<file path="src/rtl/ff_pair_monitor.sv">
// Monitors a complementary Q/Qbar pair from an asynchronous-preset/clear flop:
// synchronises, glitch-filters, classifies LOW/HIGH/FAULT and counts accepted edges.
module ff_pair_monitor #(
  parameter int unsigned SYNC_STAGES = 2,
  parameter int unsigned FILT_LEN    = 4,
  parameter int unsigned CNT_W       = 8
) (
  input  logic             C,
  input  logic             CLRB,
  input  logic             Q_IN,
  input  logic             QBAR_IN,
  input  logic             EN,
  input  logic             CNT_CLR,
  output logic             Q_FILT,
  output logic             RISE,
  output logic             FALL,
  output logic [CNT_W-1:0] RISE_CNT,
  output logic [CNT_W-1:0] FALL_CNT,
  output logic             PAIR_ERR,
  output logic [1:0]       STATE
);

  localparam int unsigned FCW = $clog2(FILT_LEN + 1);
  localparam logic [FCW-1:0]   FILT_MAX = FCW'(FILT_LEN);
  localparam logic [CNT_W-1:0] CNT_MAX  = '1;

  typedef enum logic [1:0] {
    ST_INIT  = 2'b00,
    ST_LOW   = 2'b01,
    ST_HIGH  = 2'b10,
    ST_FAULT = 2'b11
  } state_e;

  // Synchroniser chains, one per input bit, independent of EN
  logic [SYNC_STAGES-1:0] sq_q, sq_d;
  logic [SYNC_STAGES-1:0] sqb_q, sqb_d;
  logic [1:0]             pair_s;

  always_comb begin
    sq_d  = {sq_q[SYNC_STAGES-2:0], Q_IN};
    sqb_d = {sqb_q[SYNC_STAGES-2:0], QBAR_IN};
  end

  always_ff @(posedge C) begin
    if (!CLRB) begin
      sq_q  <= '0;
      sqb_q <= '0;
    end else begin
      sq_q  <= sq_d;
      sqb_q <= sqb_d;
    end
  end

  assign pair_s = {sq_q[SYNC_STAGES-1], sqb_q[SYNC_STAGES-1]};

  // Glitch filter: candidate tracks the synchronised pair, count measures its run length
  logic [1:0]     cand_q, cand_d;
  logic [FCW-1:0] fcnt_q, fcnt_d;
  logic           filt_ok;

  always_comb begin
    cand_d  = pair_s;
    fcnt_d  = '0;
    filt_ok = 1'b0;
    if (EN) begin
      if (pair_s != cand_q) begin
        fcnt_d = FCW'(1);
      end else if (fcnt_q != FILT_MAX) begin
        fcnt_d = fcnt_q + FCW'(1);
      end else begin
        fcnt_d = fcnt_q;
      end
      filt_ok = (fcnt_d == FILT_MAX);
    end
  end

  always_ff @(posedge C) begin
    if (!CLRB) begin
      cand_q <= '0;
      fcnt_q <= '0;
    end else begin
      cand_q <= cand_d;
      fcnt_q <= fcnt_d;
    end
  end

  // Pair classification
  state_e pair_cls;

  always_comb begin
    pair_cls = ST_FAULT;
    case (pair_s)
      2'b01:   pair_cls = ST_LOW;
      2'b10:   pair_cls = ST_HIGH;
      default: pair_cls = ST_FAULT;
    endcase
  end

  // FSM state register
  state_e state_q, state_d;

  always_ff @(posedge C) begin
    if (!CLRB) begin
      state_q <= ST_INIT;
    end else begin
      state_q <= state_d;
    end
  end

  // Next state and registered-output next values
  logic             q_filt_q, q_filt_d;
  logic             rise_q, rise_d;
  logic             fall_q, fall_d;
  logic [CNT_W-1:0] rise_cnt_q, rise_cnt_d;
  logic [CNT_W-1:0] fall_cnt_q, fall_cnt_d;
  logic             err_q, err_d;
  logic             accept;

  always_comb begin
    state_d    = state_q;
    q_filt_d   = q_filt_q;
    rise_d     = 1'b0;
    fall_d     = 1'b0;
    rise_cnt_d = CNT_CLR ? '0 : rise_cnt_q;
    fall_cnt_d = CNT_CLR ? '0 : fall_cnt_q;
    err_d      = CNT_CLR ? 1'b0 : err_q;
    accept     = filt_ok && (pair_cls != state_q);

    if (accept) begin
      state_d = pair_cls;
      case (pair_cls)
        ST_LOW: begin
          q_filt_d = 1'b0;
          if (state_q == ST_HIGH) begin
            fall_d = 1'b1;
            if (fall_cnt_d != CNT_MAX) fall_cnt_d = fall_cnt_d + CNT_W'(1);
          end
        end
        ST_HIGH: begin
          q_filt_d = 1'b1;
          if (state_q == ST_LOW) begin
            rise_d = 1'b1;
            if (rise_cnt_d != CNT_MAX) rise_cnt_d = rise_cnt_d + CNT_W'(1);
          end
        end
        ST_FAULT: begin
          err_d = 1'b1;
        end
        default: begin
          state_d = state_q;
        end
      endcase
    end
  end

  always_ff @(posedge C) begin
    if (!CLRB) begin
      q_filt_q   <= 1'b0;
      rise_q     <= 1'b0;
      fall_q     <= 1'b0;
      rise_cnt_q <= '0;
      fall_cnt_q <= '0;
      err_q      <= 1'b0;
    end else begin
      q_filt_q   <= q_filt_d;
      rise_q     <= rise_d;
      fall_q     <= fall_d;
      rise_cnt_q <= rise_cnt_d;
      fall_cnt_q <= fall_cnt_d;
      err_q      <= err_d;
    end
  end

  assign Q_FILT   = q_filt_q;
  assign RISE     = rise_q;
  assign FALL     = fall_q;
  assign RISE_CNT = rise_cnt_q;
  assign FALL_CNT = fall_cnt_q;
  assign PAIR_ERR = err_q;
  assign STATE    = state_q;

endmodule

</file>
<file path="config.mk">
export PLATFORM = sky130hd
export DESIGN_NAME = ff_pair_monitor
export DESIGN_NICKNAME = d
export VERILOG_FILES = /design/src/rtl/ff_pair_monitor.sv
export SDC_FILE = /design/constraint.sdc
export NUM_CORES = 1
export LEC_CHECK = 0
export ABC_AREA = 1
export BUFFER_PORTS_ARGS = -buffer_cell sky130_fd_sc_hd__buf_2
export CORE_ASPECT_RATIO = 0.6
export CORE_MARGIN = 4
export CORE_UTILIZATION = 48
export DETAILED_ROUTE_END_ITERATION = 8
export GPL_TIMING_DRIVEN = 1
export PLACE_DENSITY = 0.78
export SKIP_LAST_GASP = 1
export SLEW_MARGIN = 5
export SYNTH_ARGS = -nofsm -noshare
export SYNTH_HDL_FRONTEND = slang
export SYNTH_SLANG_ARGS = --single-unit
</file>
<file path="constraint.sdc">
create_clock -name C -period 1.74 [get_ports C]
set_input_delay 0.348 -clock C [delete_from_list [all_inputs] [get_ports C]]
set_output_delay 0.348 -clock C [all_outputs]
set_load 0.01 [all_outputs]
</file>
* Yosys cells after proc, flatten, opt, wreduce, memory -nomap -nowiden
Index checks and enable logic that the tools add are counted.
** Word-level totals
- Bits of input ports :: 6
- Output and inout port bits :: 22
- Register bits after elaboration :: 31
- Logic and storage cells :: 56
** Cells by class
- Muxes and demuxes :: 21
- $add $sub $neg :: 3
- Reductions and logical operators :: 8
- Equality and inequality tests :: 13
** Operator list (number)
- 2-to-1 mux 8 bit :: 10
- adder 8 x 1 -> 8 bit (second input constant) :: 2
- inequality test 8 bit (second input constant) :: 2
- 2-to-1 mux 3 bit :: 3
- equality test 2 bit (second input constant) :: 4
- equality test 2 x 1 -> 1 bit (second input constant) :: 3
- 2-to-1 mux 1 bit :: 6
- AND reduction 2 bit :: 3
- AND reduction 3 bit :: 2
- inequality test 2 bit :: 2
- case mux 2 bit (2 select lines) :: 1
- adder 3 x 1 -> 3 bit (second input constant) :: 1
- equality test 3 bit (second input constant) :: 1
- inequality test 3 bit (second input constant) :: 1
- OR reduction 3 bit :: 1
- case mux 1 bit (2 select lines) :: 1
- nonzero test 2 bit :: 1
- logical AND 1 bit :: 1

* Logic depth before layout (Yosys ltp)
Gate-level depths: netlist of the first run.
- Depth in word-level cells :: 8
- Mapped depth :: 12
- Depth with buffers taken out :: 12

* Worst setup path before layout of the first run
Ideal clock, no wire load.
- Kind :: register to register
- Start :: register sqb_q[1]
- End :: register fall_cnt_q[7], in the netlist FALL_CNT[7]
- Slack :: 0.064 ns
- Stages on the path, launching flop included :: 12
- Required time :: 1.628 ns
- Library setup time :: 0.112 ns
- Period minus slack after synthesis :: 1.676 ns
- Path buffers :: 2
- Arrival :: 1.564 ns
- Cells stage by stage :: dfxtp_1 -> inv_2 -> ha_1 -> buf_6 -> xor2_1 -> nand2_1 -> nand2_2 -> nor2_8 -> buf_12 -> nand3_2 -> a21oi_2 -> nor2_1
** Between the ends
- Word-level cells in the longest chain between the ends :: 7
- Elaborated cells on any way between the ends :: 13
- Those cells by class :: eq/ne (6); mux (6); reduce/logical (1)
** RTL lines
- from (decl) :: line 36 : logic [SYNC_STAGES-1:0] sqb_q, sqb_d;
- from (signal assigned) :: line 50 : sqb_q <= sqb_d;
- inequality test 2 bit :: line 66 : if (pair_s != cand_q) begin
- 2-to-1 mux 3 bit :: line 66
- 2-to-1 mux 3 bit :: line 65 : if (EN) begin
- equality test 3 bit :: line 73 : filt_ok = (fcnt_d == FILT_MAX);
- 2-to-1 mux 1 bit :: line 65
- logical AND 1 bit :: line 127 : accept = filt_ok && (pair_cls != state_q);
- 2-to-1 mux 8 bit (*) :: line 129 : if (accept) begin
- to (signal assigned) :: line 169 : fall_cnt_q <= fall_cnt_d;
- to (decl) :: line 115 : logic [CNT_W-1:0] fall_cnt_q, fall_cnt_d;
Mark *: on every way between the ends. The rest lies on a longest branch, timed or not. The select of a mux whose other input is x is not followed.
A chain may end at the register's enable or synchronous reset.

* Worst setup path in the final report of the first run
- Start :: register fcnt_q[0]
- End :: register fall_cnt_q[7], in the netlist FALL_CNT[7]
** Between the ends
- Word-level cells in the longest chain between the ends :: 8
- Elaborated cells on any way between the ends :: 9
- Those cells by class :: add/sub (1); eq/ne (2); mux (5); reduce/logical (1)
** RTL lines
- from (decl) :: line 58 : logic [FCW-1:0] fcnt_q, fcnt_d;
- from (signal assigned) :: line 83 : fcnt_q <= fcnt_d;
- adder 3 x 1 -> 3 bit / inequality test 3 bit (equally long branches) :: line 69, 68
- 2-to-1 mux 3 bit (*) :: line 68 : end else if (fcnt_q != FILT_MAX) begin
- 2-to-1 mux 3 bit (*) :: line 66
- 2-to-1 mux 3 bit (*) :: line 65
- equality test 3 bit (*) :: line 73
- 2-to-1 mux 1 bit (*) :: line 65
- logical AND 1 bit (*) :: line 127
- 2-to-1 mux 8 bit (*) :: line 129
Marked as above.

==> summary.md, run 1 <==
| Metric | Value |
|---|---|
| CTS Buffer Depth | `2` |
| All-Layer GR Usage | `17.98%` |
| FF-to-FF End | `FALL_CNT[7]` |
| First-pass GRT wire length | `6879 um` |
| Later-pin clock latency in the skew report | `290 ps` |
| Vias in the first global route | `1545` |
| CP bufs+invs | `2` |
| Pint | `1.215 mW` |
| Initial Util | `49.95%` |
| Top cells by area, synth | `dfxtp_1 34%, nand2_1 14%, nor2_1 9.0%` |
| Final Skew | `7.607 ps` |
| Slew HR | `70.94%` |
| Area Overhead vs Synth | `26.89%` |
| Fraction of layout cells with a size suffix above 1 | `28.57%` |
| Layout net count | `327` |
| Hold_buf cts | `0` |
| Slowest CP cell | `dfxtp_2` |
| Crit-path cells | `inv_1 -> ha_4 -> nand2_2 -> nand3_1 -> nand3_4 -> nor2_8 -> buf_12 -> nand2_2 -> nand2_1 -> nand2_1 -> nor2_1` |
| Share of the synthesized area in the top cell type | `33.76%` |
| CP Capture Type | `register` |
| Final Max Slew Viols | `0` |
| Switching Power | `0.3472 mW` |
| Post-synth EDFFs | `0` |
| Maxcap violations | `0` |
| DR vias | `1774` |
| Clk Tree Root Cell | `clkbuf_8` |
| Post-route non-filler standard cell count | `362` |
| Reg2reg start | `fcnt_q[0]` |
| Gr ovfl total | `0` |
| Post-DP HPWL | `2967 um` |
| CTS H-tree lvls | `2` |
| Final period util | `93.31%` |
| DRC | `0` |
| ANT cells | `0` |
| Worst min-delay path class | `in -> reg` |
| Clock Sinks | `31` |
| Sequential area share after synthesis | `33.76%` |
| Setup CP Type | `reg -> reg` |
| Die area | `4915 um^2` |
| Post-route ant nets | `0` |
| Worst hold path cell count | `3` |
| First DRT Iteration DRCs | `66` |
| Die width | `87.89 um` |
| Initial antenna violation count | `0` |
| Yosys reg bits | `31` |
| Rows | `17` |
| Outcome | `completed` |
| RD Place Congestion | `0.9142` |
| Cell taking the most area after synthesis | `dfxtp_1` |
| Synth Flop Type | `dfxtp_1` |
| Worst hold start | `Q_IN` |
| Post-Syn Area per Cell | `6.708 um^2` |
| IO Port Bufs | `27` |
| Synth unique cells | `29` |
| Post-synth ARST share | `0%` |
| R2R depth | `11` |
| Startpoint types | `register` |
| Hold EP | `sq_q[0]` |
| RSZ-0062 raised after global routing | `true` |
| Clock Power Share | `47.6%` |
| Final worst slack | `116.5 ps` |
| Minimum clock period after layout | `1624 ps` |
| Mapped Nets | `287` |
| Worst-Margin Slew | `435.9 ps` |
| Post-synth design cell area | `1838 um^2` |
| CTS tree | `done` |
| Die Height | `55.93 um` |
| Synth warn | `0` |
| Pre-CTS WS | `-44.32 ps` |
| Via-to-Cell Ratio | `4.901` |
| Peak per-stage delay on the critical path | `330 ps` |
| WL/cell | `11.85 um` |
| Slack of the worst reg-to-reg path | `120 ps` |
| Synth Instances | `274` |
| Largest net degree at the start of global routing | `22` |
| Combinational share of power | `6.1%` |
| Switch share | `22.22%` |
| Leak pwr | `1.120 nW` |
| CP top delay family | `simple AND/OR/NAND/NOR gates` |
| CP max FO | `5` |
| Inst Count DP | `351` |
| Clk slew on worst S/H paths | `60 ps` |
| Num ports | `28` |
| Seq pwr share | `46.3%` |
| CTS Buf Count | `5` |
| Hold Vio Cnt, Final | `0` |
| Peak VDD IR | `0.4385 mV` |
| Routed WL | `4291 um` |
| Worst path required time | `1970 ps` |
| Final Setup Violations | `0` |
| PwrDens | `669.8 nW/um^2` |
| Fmax | `0.6159 GHz` |
| Core footprint | `3680 um^2` |
| CP arrival | `1850 ps` |
| Drt first pass iters | `5` |
==> cell type report <==
class | instances | area (um^2)
Multi-Input combinational cell | 191 | 1056
Fill cell | 339 | 1348
Clock inverter | 2 | 35.03
Clock buffer | 6 | 82.58
Tap cell | 47 | 58.81
Timing Repair Buffer | 41 | 300.3
Sequential cell | 31 | 631.9
Inverter | 44 | 167.7
==> state kept, by name, indices dropped and copies added, names as in the netlist, 2 cells and up <==
| name | flops |
|---|---|
| RISE_CNT | 8 |
| cand_q | 2 |
| fcnt_q | 3 |
| sq_q | 2 |
| FALL_CNT | 8 |
| STATE | 2 |
| sqb_q | 2 |
==> placed cells by master, fill, tap and decap left out, drive strengths merged <==
cell type / count
bufinv: 1
and3b: 1
dfxtp: 31
nand2: 77
nand4: 4
and3: 1
a21boi: 1
ha: 7
nor3: 4
nor2: 49
o21ai: 5
clkinv: 1
nor3b: 1
buf: 39
nand3: 28
xor2: 3
clkbuf: 8
a21oi: 10
inv: 44
==> repair_timing <==
item / 4_1_cts / 5_1_grt
gates resized for setup: 0 / 25
setup buffers: 0 / 1
setup endpoints to repair: 0 / 21
endpoints found under the hold margin: 0 / 0
==> worst register-to-register path, delay by kind of cell (launching register included) <==
family                     cells  cell delay, ps
adders and majority gates      1             150
DFF                            1             330
and+or+nand+nor                8             850
buffers and inverters          2             250
==> Yosys cell counts (3+ instances only) <==
master / instances
nor3_1: 4
inv_1: 42
o21ai_2: 4
xor2_1: 3
ha_1: 7
nand2_1: 70
nand2_2: 6
nand4_1: 4
a21oi_1: 8
buf_6: 3
clkbuf_1: 3
dfxtp_1: 31
nor2_1: 44
nand3_1: 25
nor2_2: 3
==> power groups by stage <==
stage / registers (mW) / logic [mW] / clock network, mW
floorplan: 0.738 / 0.0656 / 0
global placement: 0.739 / 0.0835 / 0
detailed placement: 0.739 / 0.0862 / 0
CTS: 0.723 / 0.0864 / 0.765
global route: 0.724 / 0.109 / 0.791
finish: 0.723 / 0.0960 / 0.743
==> stage by stage <==
step	hold WS [ps]	power, mW	instance area (um^2)	util [%]	setup TNS, ps
final	236.8	1.562	2332	63.38	0
after detailed placement	397.0	0.8251	2067	56.17	-133.6
after global routing	253.6	1.623	2332	63.38	-29.35
after global placement	392.1	0.8221	2067	56.17	0
after CTS	226.2	1.574	2185	59.37	0
after floorplan	390.5	0.8033	1838	-	0
==> kinds of logic (layout without fill, tap and decap cells) <==
logic type / count (synthesis) / count (layout) / share of synthesized area, %
DFF: 31 / 31 / 33.76
and+or+nand+nor: 165 / 165 / 41.19
AOI/OAI and AO/OA: 16 / 16 / 5.922
xor gates and xnor gates: 3 / 3 / 1.430
buffers and inverters: 52 / 93 / 12.93
adders and majority gates: 7 / 7 / 4.765
==> layer usage <==
layer	wire length, um	vias up	global-route usage [%]	part of all wire, %
met3	345	8	4.734	8.0
met1	2032	779	24.71	47
li1	-	923	-	-
met2	1841	64	25.97	43
met5	0	-	0	0
met4	71	0	8.315	1.7
==> worst max path at each step <==
stage | from | to | slack (ps) | depth (start not counted)
after floorplan | sqb_q[1] | FALL_CNT[7] | 60 | 11
after global placement | CNT_CLR | FALL_CNT[6] | 20 | 9
after detailed placement | CNT_CLR | FALL_CNT[6] | -40 | 9
after CTS | sqb_q[1] | RISE_CNT[6] | 30 | 10
after global routing | sqb_q[1] | FALL_CNT[3] | -20 | 8
final | fcnt_q[0] | FALL_CNT[7] | 120 | 11
No activity file was read; power rests on OpenSTA's default activity.
==> run 2, diff against run 1 <==
--- a/config.mk
+++ b/config.mk
@@ -9,12 +9,11 @@
 export BUFFER_PORTS_ARGS = -buffer_cell sky130_fd_sc_hd__buf_2
 export CORE_ASPECT_RATIO = 0.6
 export CORE_MARGIN = 4
-export CORE_UTILIZATION = 48
+export CORE_UTILIZATION = 30
 export DETAILED_ROUTE_END_ITERATION = 8
 export GPL_TIMING_DRIVEN = 1
-export PLACE_DENSITY = 0.78
+export PLACE_DENSITY = 0.55
 export SKIP_LAST_GASP = 1
-export SLEW_MARGIN = 5
 export SYNTH_ARGS = -nofsm -noshare
 export SYNTH_HDL_FRONTEND = slang
 export SYNTH_SLANG_ARGS = --single-unit
==> constraint.sdc (replaced) <==
create_clock -name C -period 1.74 [get_ports C]
set_input_delay 0.522 -clock C [delete_from_list [all_inputs] [get_ports C]]
set_output_delay 0.522 -clock C [all_outputs]
set_load 0.01 [all_outputs]
==> summary.md, run 2 (synthesized netlist as in run 1, its figures left out) <==
| Metric | Value |
|---|---|
| Setup Fix Bufs, Post-CTS | `0 (unchanged)` |
| First DRT Iteration DRCs | `81 (+23%)` |
| DRC | `0 (unchanged)` |
| Most common cell after layout, fill and taps aside | `nand2_1` |
| Most frequent cells in the layout | `69 x nand2_1, 42 x inv_1, 41 x nor2_1` |
| Die width | `109.1 um (+24%)` |
| RSZ-0062 raised after global routing | `true` |
| Outcome | `completed` |
| GR Util met1 | `17.37% (-7.3 points)` |
| Worst min-delay path class | `reg -> reg` |
| CTS Buf Count | `5 (unchanged)` |
| All-Layer GR Usage | `12.19% (-5.8 points)` |
| CP Capture Type | `register` |
| Startpoint types | `register` |
| First-pass GRT wire length | `7003 um (+1.8%)` |
| ANT cells | `0 (unchanged)` |
| Setup TNS | `0 ps (unchanged)` |
| Clk Tree Root Cell | `clkbuf_8` |
| Final Setup Violations | `0 (unchanged)` |
| Final worst slack | `135.4 ps (+18.90 ps)` |
| Slew HR | `79.44% (+8.5 points)` |
| Worst-Margin Slew | `308.4 ps (-127.6 ps)` |
| Area Overhead vs Synth | `27.64%` |
| Layout net count | `335 (+2.4%)` |
| Area occupied by multi-input gates | `997.2 um^2 (-5.6%)` |
| Clock Sinks | `31 (unchanged)` |
| Post-DP HPWL | `3286 um (+11%)` |
| Peak VDD IR | `0.3312 mV (-24%)` |
| Final period util | `92.22% (-1.1 points)` |
| Routed WL | `4256 um (-0.82%)` |
| Via-to-Cell Ratio | `4.330 (-12%)` |
| WL/cell | `10.56 um (-11%)` |
| M3 GR Usage | `4.465% (-0.27 points)` |
| Worst hold slack | `406.9 ps (+170.2 ps)` |
| PwrDens | `665.3 nW/um^2 (-0.67%)` |
| Later-pin clock latency in the skew report | `290 ps (about the same)` |
| Num ports | `28 (unchanged)` |
| Post-route ant nets | `0 (unchanged)` |
| Maxcap violations | `0 (unchanged)` |
| CTS H-tree lvls | `2 (unchanged)` |
| Core footprint | `5754 um^2 (+56%)` |
| Final Skew | `8.876 ps (+1.269 ps)` |
| Drt first pass iters | `4 (-1)` |
| Fraction of layout cells with a size suffix above 1 | `28.17% (-0.40 points)` |
| Hold_buf cts | `0 (unchanged)` |
| RD Place Congestion | `0.8877 (-2.9%)` |
| Setup CP Type | `reg -> reg` |
| IO Port Bufs | `27 (unchanged)` |
| Fillers | `596 (+76%)` |
| Gr ovfl total | `0 (unchanged)` |
| Die area | `7484 um^2 (+52%)` |
| Resized Gates After CTS | `0 (unchanged)` |
| Clk slew on worst S/H paths | `70 ps (about the same)` |
| Leak pwr | `1.154 nW (+3.0%)` |
| Inst Count DP | `395 (+13%)` |
| Fmax | `0.6232 GHz (+1.2%)` |
| Met2 GRT Util | `17.05% (-8.9 points)` |
| Worst path required time | `1960 ps (about the same)` |
| Post-route non-filler standard cell count | `403 (+11%)` |
| Rows | `21 (+4)` |
| CTS tree | `done` |
| Initial antenna violation count | `0 (unchanged)` |
| Largest net degree at the start of global routing | `21 (-4.5%)` |
| Final Max Slew Viols | `0 (unchanged)` |
| CP arrival | `1820 ps (-30 ps)` |
| Vias in the first global route | `1517 (-1.8%)` |
| DR vias | `1745 (-1.6%)` |
| Initial Util | `31.94% (-18 points)` |
| Pre-CTS WS | `-198.3 ps (-154.0 ps)` |
| Hold Vio Cnt, Final | `0 (unchanged)` |
| Die Height | `68.63 um (+23%)` |
| Minimum clock period after layout | `1605 ps (-18.90 ps)` |
| Register area | `628.1 um^2 (-0.59%)` |
| Most used routing layer in global routing | `met1` |
| CTS Buffer Depth | `2 (unchanged)` |
| CP max FO | `11 (+6)` |
-- run 2: changes by cell type in the layout (fill, tap and decap cells not counted), moves of 2 or more --
cell | previous run | this run
buf_4 | 10 | 19
ha_1 | 3 | 6
ha_4 | 3 | 0
clkbuf_16 | 2 | 0
nor2_2 | 4 | 6
nor2_4 | 3 | 1
-- run 2: report_power, final --
group	total (mW)	switching (mW)	internal, mW
Sequential	0.722	0.00495	0.717
Clock	0.745	0.281	0.463
Combinational	0.0945	0.0581	0.0364
Total	1.56	0.344	1.22
-- run 2: metrics by stage --
step           total power, mW  area (um^2)  util [%]
2_1_floorplan           0.8033         1846         -
3_3_place_gp            0.8310         2211     38.42
3_5_place_dp            0.8322         2211     38.42
4_1_cts                  1.582         2328     40.47
5_1_grt                  1.636         2346     40.77
6_report                 1.561         2346     40.77
-- run 2: final timing paths --
check	slack, ps	depth (start not counted)	start	to
setup / recovery	140	10	fcnt_q[0]	FALL_CNT[7]
hold / removal	410	2	sqb_q[0]	sqb_q[1]
setup reg to reg	140	10	fcnt_q[0]	FALL_CNT[7]
hold reg to reg	410	2	sqb_q[0]	sqb_q[1]
-- run 2: cell type report --
cell class                      instances  share of cell area, %
Sequential cell                        31                  26.77
Clock inverter                          2                  1.493
Tap cell                               80                  4.267
Timing Repair Buffer                   49                  14.40
Inverter                               44                  7.040
Clock buffer                            6                  3.520
Multi-Input combinational cell        191                  42.51
-- run 2: worst max-delay path: stages (launching register included) --
cell and delay [ps]:
dfxtp_2 340, inv_1 50, ha_1 310, nor2_1 140, nand2_2 100, nor2_8 150, buf_12 150, nand2_2 80
nand2_1 70, nand2_1 40, nor2_1 110
-- run 2: metal layers --
layer | wire [um] | share of wire, % | up-vias
met5 | 0 | 0 | -
met4 | 13 | 0.31 | 0
met3 | 291 | 6.8 | 2
met2 | 1638 | 38 | 45
met1 | 2312 | 54 | 756
li1 | - | - | 942
